[src/rtl/bcd_pkg.sv]
// Shared types and the 7-segment decoder for the BCD tick counter.
// Segment patterns are {g,f,e,d,c,b,a}, active-low.
package bcd_pkg;

    typedef logic [3:0] bcd_digit_t;
    typedef logic [6:0] seg7_t;

    localparam seg7_t SEG_BLANK = 7'h7F;

    function automatic seg7_t bcd_to_seg7(input bcd_digit_t d);
        case (d)
            4'd0:    bcd_to_seg7 = 7'b1000000;
            4'd1:    bcd_to_seg7 = 7'b1111001;
            4'd2:    bcd_to_seg7 = 7'b0100100;
            4'd3:    bcd_to_seg7 = 7'b0110000;
            4'd4:    bcd_to_seg7 = 7'b0011001;
            4'd5:    bcd_to_seg7 = 7'b0010010;
            4'd6:    bcd_to_seg7 = 7'b0000010;
            4'd7:    bcd_to_seg7 = 7'b1111000;
            4'd8:    bcd_to_seg7 = 7'b0000000;
            4'd9:    bcd_to_seg7 = 7'b0010000;
            default: bcd_to_seg7 = SEG_BLANK;
        endcase
    endfunction

endpackage

[src/rtl/bcd_tick_counter_if.sv]
// Control and display bundle of the BCD tick counter.
// The master side drives the controls, the slave side (the counter) drives count and display.
interface bcd_tick_counter_if #(
    parameter int DIGITS = 4
);
    logic                  tick;
    logic                  en;
    logic                  up;
    logic                  clr;
    logic                  load;
    logic [4*DIGITS-1:0]   load_val;
    logic [4*DIGITS-1:0]   count_bcd;
    logic                  wrap;
    logic [DIGITS-1:0]     an;
    logic [6:0]            seg;

    modport master (
        output tick, en, up, clr, load, load_val,
        input  count_bcd, wrap, an, seg
    );

    modport slave (
        input  tick, en, up, clr, load, load_val,
        output count_bcd, wrap, an, seg
    );
endinterface

[src/rtl/seg7_scan.sv]
// Multiplexed 7-segment scanner: each digit is lit for SCAN_COUNT clocks, digit value
// sampled from the count at the scan edge.
module seg7_scan
    import bcd_pkg::*;
#(
    parameter int DIGITS     = 4,
    parameter int SCAN_COUNT = 100_000
) (
    input  logic                clk,
    input  logic                rst,
    input  logic [4*DIGITS-1:0] i_count_bcd,
    output logic [DIGITS-1:0]   o_an,
    output seg7_t               o_seg
);
    localparam int CW = $clog2(SCAN_COUNT);
    localparam int IW = (DIGITS > 1) ? $clog2(DIGITS) : 1;
    localparam logic [CW-1:0] CNT_LAST = CW'(SCAN_COUNT - 1);
    localparam logic [IW-1:0] IDX_LAST = IW'(DIGITS - 1);

    logic [CW-1:0]     r_cnt;
    logic [IW-1:0]     r_idx;
    logic [IW-1:0]     w_idx_next;
    logic              w_scan;
    logic [DIGITS-1:0] w_an;
    bcd_digit_t        w_digit;

    assign w_scan     = (r_cnt == CNT_LAST);
    assign w_idx_next = (r_idx == IDX_LAST) ? '0 : IW'(r_idx + 1'b1);

    // Anode pattern and digit value for the index about to be shown
    always_comb begin
        w_an    = '1;
        w_digit = '0;
        for (int i = 0; i < DIGITS; i++) begin
            if (IW'(i) == w_idx_next) begin
                w_an[i] = 1'b0;
                w_digit = i_count_bcd[i*4 +: 4];
            end
        end
    end

    always_ff @(posedge clk or posedge rst) begin
        if (rst) begin
            r_cnt <= '0;
            r_idx <= IDX_LAST;
            o_an  <= '1;
            o_seg <= SEG_BLANK;
        end else if (w_scan) begin
            r_cnt <= '0;
            r_idx <= w_idx_next;
            o_an  <= w_an;
            o_seg <= bcd_to_seg7(w_digit);
        end else begin
            r_cnt <= CW'(r_cnt + 1'b1);
        end
    end

endmodule

[src/rtl/bcd_tick_counter.sv]
// DIGITS-wide BCD up/down counter advanced by the divider tick, with clear, saturating
// load, wrap pulse and a multiplexed 7-segment display.
module bcd_tick_counter
    import bcd_pkg::*;
#(
    parameter int DIGITS     = 4,
    parameter int SCAN_COUNT = 100_000
) (
    input  logic               clk,
    input  logic               rst,
    bcd_tick_counter_if.slave  bus
);
    localparam int W = 4 * DIGITS;

    logic [W-1:0] r_count;
    logic         r_wrap;
    logic [W-1:0] w_next;
    logic [W-1:0] w_load;
    logic         w_ripple;

    // w_ripple stays high while every lower digit rolled over; high at the end means wrap
    always_comb begin
        w_next   = '0;
        w_load   = '0;
        w_ripple = 1'b1;
        for (int i = 0; i < DIGITS; i++) begin
            w_load[i*4 +: 4] = (bus.load_val[i*4 +: 4] > 4'd9) ? 4'd9 : bus.load_val[i*4 +: 4];
            if (!w_ripple) begin
                w_next[i*4 +: 4] = r_count[i*4 +: 4];
            end else if (bus.up) begin
                if (r_count[i*4 +: 4] == 4'd9) begin
                    w_next[i*4 +: 4] = 4'd0;
                end else begin
                    w_next[i*4 +: 4] = 4'(r_count[i*4 +: 4] + 4'd1);
                    w_ripple         = 1'b0;
                end
            end else begin
                if (r_count[i*4 +: 4] == 4'd0) begin
                    w_next[i*4 +: 4] = 4'd9;
                end else begin
                    w_next[i*4 +: 4] = 4'(r_count[i*4 +: 4] - 4'd1);
                    w_ripple         = 1'b0;
                end
            end
        end
    end

    always_ff @(posedge clk or posedge rst) begin
        if (rst) begin
            r_count <= '0;
            r_wrap  <= 1'b0;
        end else if (bus.clr) begin
            r_count <= '0;
            r_wrap  <= 1'b0;
        end else if (bus.load) begin
            r_count <= w_load;
            r_wrap  <= 1'b0;
        end else if (bus.tick && bus.en) begin
            r_count <= w_next;
            r_wrap  <= w_ripple;
        end else begin
            r_wrap  <= 1'b0;
        end
    end

    assign bus.count_bcd = r_count;
    assign bus.wrap      = r_wrap;

    seg7_scan #(
        .DIGITS     (DIGITS),
        .SCAN_COUNT (SCAN_COUNT)
    ) u_scan (
        .clk         (clk),
        .rst         (rst),
        .i_count_bcd (r_count),
        .o_an        (bus.an),
        .o_seg       (bus.seg)
    );

endmodule

[src/flat_wrapper.sv]
// flat-port wrapper written by rule: the top's interface ports become plain ports
module bcd_tick_counter_flat import bcd_pkg::*;
#(
    parameter int DIGITS     = 4,
    parameter int SCAN_COUNT = 100_000
)
  (clk, rst, bus_tick, bus_en, bus_up, bus_clr, bus_load, bus_load_val, bus_count_bcd, bus_wrap, bus_an, bus_seg);
  bcd_tick_counter_if #(.DIGITS(DIGITS)) bus_i ();
  input  logic clk;
  input  logic rst;
  input wire logic [$bits(bus_i.tick)-1:0] bus_tick;
  input wire logic [$bits(bus_i.en)-1:0] bus_en;
  input wire logic [$bits(bus_i.up)-1:0] bus_up;
  input wire logic [$bits(bus_i.clr)-1:0] bus_clr;
  input wire logic [$bits(bus_i.load)-1:0] bus_load;
  input wire logic [$bits(bus_i.load_val)-1:0] bus_load_val;
  output wire logic [$bits(bus_i.count_bcd)-1:0] bus_count_bcd;
  output wire logic [$bits(bus_i.wrap)-1:0] bus_wrap;
  output wire logic [$bits(bus_i.an)-1:0] bus_an;
  output wire logic [$bits(bus_i.seg)-1:0] bus_seg;
  assign bus_i.tick = bus_tick;
  assign bus_i.en = bus_en;
  assign bus_i.up = bus_up;
  assign bus_i.clr = bus_clr;
  assign bus_i.load = bus_load;
  assign bus_i.load_val = bus_load_val;
  assign bus_count_bcd = bus_i.count_bcd;
  assign bus_wrap = bus_i.wrap;
  assign bus_an = bus_i.an;
  assign bus_seg = bus_i.seg;
  bcd_tick_counter #(.DIGITS(DIGITS), .SCAN_COUNT(SCAN_COUNT)) u_core (.clk(clk), .rst(rst), .bus(bus_i));
endmodule
[config.mk]
export PLATFORM = sky130hd
export DESIGN_NAME = bcd_tick_counter_flat
export DESIGN_NICKNAME = d
export VERILOG_FILES = /design/src/rtl/bcd_pkg.sv /design/src/rtl/bcd_tick_counter_if.sv /design/src/rtl/seg7_scan.sv /design/src/rtl/bcd_tick_counter.sv /design/src/flat_wrapper.sv
export SDC_FILE = /design/constraint.sdc
export NUM_CORES = 1
export LEC_CHECK = 0
export CORE_MARGIN = 2
export CORE_UTILIZATION = 51
export CTS_CLUSTER_DIAMETER = 200
export DETAILED_ROUTE_END_ITERATION = 7
export PLACE_DENSITY = 0.74
export SYNTH_ARGS = -nofsm -noshare
export SYNTH_HDL_FRONTEND = slang
export SYNTH_SLANG_ARGS = --single-unit
[constraint.sdc]
create_clock -name clk -period 3.2 [get_ports clk]
set_clock_uncertainty 0.1 [all_clocks]
set_input_delay 0.48 -clock clk [delete_from_list [all_inputs] [get_ports clk]]
set_output_delay 0.48 -clock clk [all_outputs]
set_load 0.02 [all_outputs]
==> results.md <==
* Synth Warn # at 0
* Final hold vios at 0
* CTS resizes at 0
* Leakage power at around 1.6 nW
* Largest net degree at the start of global routing at 48
* N_diodes at 0
* Initial antenna violation count at 0
* Startpoint types: register
* Most used DFF post-synth: dfrtp_1
* Cells after Synth at 366
* Die width at 83.9 um
* Height of the die at 83.9 um
* Post-synth ARST share at 1.00
* Starting DRT DRC Count at 122
* Via count at 2874
* Largest area contributor in the netlist: dfrtp_1
* Count of hold buffers inserted by post-cts repair at 0
* Mean routed wirelength per cell at 15.5 um
* GRT Total Usage at 0.223
* CTS tree: yes
* Synth top area cells: dfrtp_1, dfstp_2, ha_1
* Ports at 51
* Pre-Repair DR Iteration Count at 5
* Starting Density at 0.519
* Port Buffers at 50
* Worst Max-Slew Pin Slew at between 0.9 and 1 ns
* Reg-to-Reg Start: u_core.u_scan.r_idx[0]$_DFFE_PP1N_
* Synthesized Nets at 407
* Die area at between 7000 and 8000 um2
* RSZ-0062 raised after global routing: false
* Status: complete, no violations
* Peak VDD IR at 0.172 mV
* Post-DRT Antenna Nets at 0
* Share of cells above drive strength 1 at 0.107
* Tmin final at roughly 2.5 ns
* Crit path DAT at 2.68 ns
* Layout area overhead at 19.6%
* HP Class: register to register
* Hold EP: u_core.u_scan.o_seg[6]$_DFFE_PP1N_
* Hold depth at 2
* R2R setup slack at 0.66 ns
* Number of max-cap violations at 0
* Most frequent cells in the layout: clkdlybuf4s50_1, nor2_1, dfrtp_1
* Critical R2R Capture: u_core.u_scan.o_seg[5]$_DFFE_PP1N_
* Register area share after synthesis at 0.366
* Fin area at 3900 um2
* Grt ovf at 0
* Fin cells at 487
* Avg Vias per Cell at 5.90
* HP Start: u_core.u_scan.o_seg[6]$_DFFE_PP1N_
* Post-CTS Setup Bufs at 0
* Worst EP required at 3.33 ns
* DP Area at 3810 um2
* R2r worst-path depth at 9
* Final wirelength at 7560 um
* Clock Root Buffer: clkbuf_8
* Placed insts at about 480
* TritonCTS Buffers at 5
* # rows at 29
* Htree depth at 2
* Post-Syn Area at 3260 um2
* CP Max Fanout at 14
* Vias in the first global route at 2772
* PwrDens at 357 nW/um2
* Clk slew on worst S/H paths at ~0.090 ns
* Max Freq at 393 MHz
* Global-route wire length before repair at 12800 um
* Crit end category: register
* Period utilisation layout at 0.795
* Post-Syn Area per Cell at a little under 9 um2
* DRC viols at 0
* Most common cell after layout, fill and taps aside: clkdlybuf4s50_1
* RePlAce Congestion at 0.862
* Sum of negative setup slack at 0 ns
* Core Area at roughly 6300 um2
* Max Transition Viols Final at 0
* Worst slew margin at 0.369
* Setup violators final at 0
* Total Nets Final at 450
* Post-synth top area share at 0.261
* Synth Register Bits at 47
* Worst-Skew Late Latency at 0.31 ns
* Clock buffer depth at 2
* Hpwl dp at 5540 um
* Critical setup path kind: register to register
* Distinct cells, synth at 60
* Clock sink count at 47
* Post-synth EDFFs at 0
flip-flops by register name (all words and copies together), names as in the netlist:
signal                flops
u_core.u_scan.o_seg       7
u_core.u_scan.o_an        4
u_core.u_scan.r_cnt      17
u_core.bus.wrap           1
u_core.bus.count_bcd     16
u_core.u_scan.r_idx       2
cells by family after synthesis:
logic type               synth area share
adder cells (fa/ha/maj)            0.0691
multiplexers                       0.0384
AO/OA/AOI/OAI                       0.210
flip-flops                          0.366
AND/OR/NAND/NOR                     0.219
XOR/XNOR                           0.0430
buffers and inverters              0.0538
Yosys cell counts (all sizes together) (3+ instances only):
library cell / count
a22o: 3
nor2b: 3
nor4: 3
clkbuf: 13
o31ai: 5
dfrtp: 34
nand3: 14
nand4: 6
nand2: 32
nor2: 40
inv: 24
a2111oi: 3
a221oi: 8
a221o: 4
a21o: 3
buf: 6
a31oi: 5
a21oi: 16
dfstp: 13
mux2: 5
and2: 3
xnor2: 10
a211oi: 8
nor3b: 8
nand2b: 3
ha: 18
and3: 4
xor2: 6
nor3: 7
o21ai: 23
or3b: 3
nand3b: 7
where the power goes:
part	internal, mW	switching [mW]
Clock	0.152	0.208
Sequential	0.614	0.0567
Combinational	0.171	0.188
Total	0.937	0.453
worst max-delay path, cell delays in order, from the launching register on:
cell and delay (ns):
dfstp_2 0.57, inv_1 0.07, ha_1 0.37, a211oi_1 0.25, a221o_1 0.24, inv_1 0.08, ha_1 0.17, or3_1 0.38
o311ai_0 0.13, nand2_1 0.11
layer usage:
layer / track usage / part of all wire / vias up
met2: 0.384 / 0.49 / 80
met5: 0 / 0 / -
met1: 0.289 / 0.45 / 1373
li1: - / - / 1411
met4: 0.0792 / 0.015 / 0
met3: 0.0257 / 0.042 / 10
stage by stage:
step / worst slack [ns] / total power, mW / util / hold slack (ns)
2_1_floorplan: 0.868 / 0.907 / - / 0.348
3_3_place_gp: 0.553 / 1.03 / 0.607 / 0.345
3_5_place_dp: 0.458 / 1.04 / 0.607 / 0.345
4_1_cts: 0.666 / 1.40 / 0.621 / 0.359
5_1_grt: 0.392 / 1.46 / 0.621 / 0.364
6_report: 0.656 / 1.39 / 0.621 / 0.356
layout make-up:
class,instances,area (um2)
clock inverters,3,20.0
flip-flops and latches,47,1190
repair buffers,55,538
multi-input cells,276,1890
fillers,529,2380
inverters,24,90.1
clock buffers,5,68.8
well taps,77,96.3
worst max path at each step:
stage                     slack (ns)                          startpoint                                    to  cells past startpoint
after floorplan                 0.87  u_core.u_scan.r_idx[0]$_DFFE_PP1N_    u_core.u_scan.o_seg[5]$_DFFE_PP1N_                     10
after global placement          0.55                              bus_up  u_core.bus.count_bcd[11]$_DFFE_PP0P_                      7
after detailed placement        0.46                              bus_up  u_core.bus.count_bcd[11]$_DFFE_PP0P_                      7
after CTS                       0.67  u_core.u_scan.r_idx[0]$_DFFE_PP1N_    u_core.u_scan.o_seg[5]$_DFFE_PP1N_                      9
after global routing            0.39  u_core.u_scan.r_idx[1]$_DFFE_PP1N_    u_core.u_scan.o_seg[5]$_DFFE_PP1N_                      6
final                           0.66  u_core.u_scan.r_idx[0]$_DFFE_PP1N_    u_core.u_scan.o_seg[5]$_DFFE_PP1N_                      9
Power figures use the tool's default switching activity.
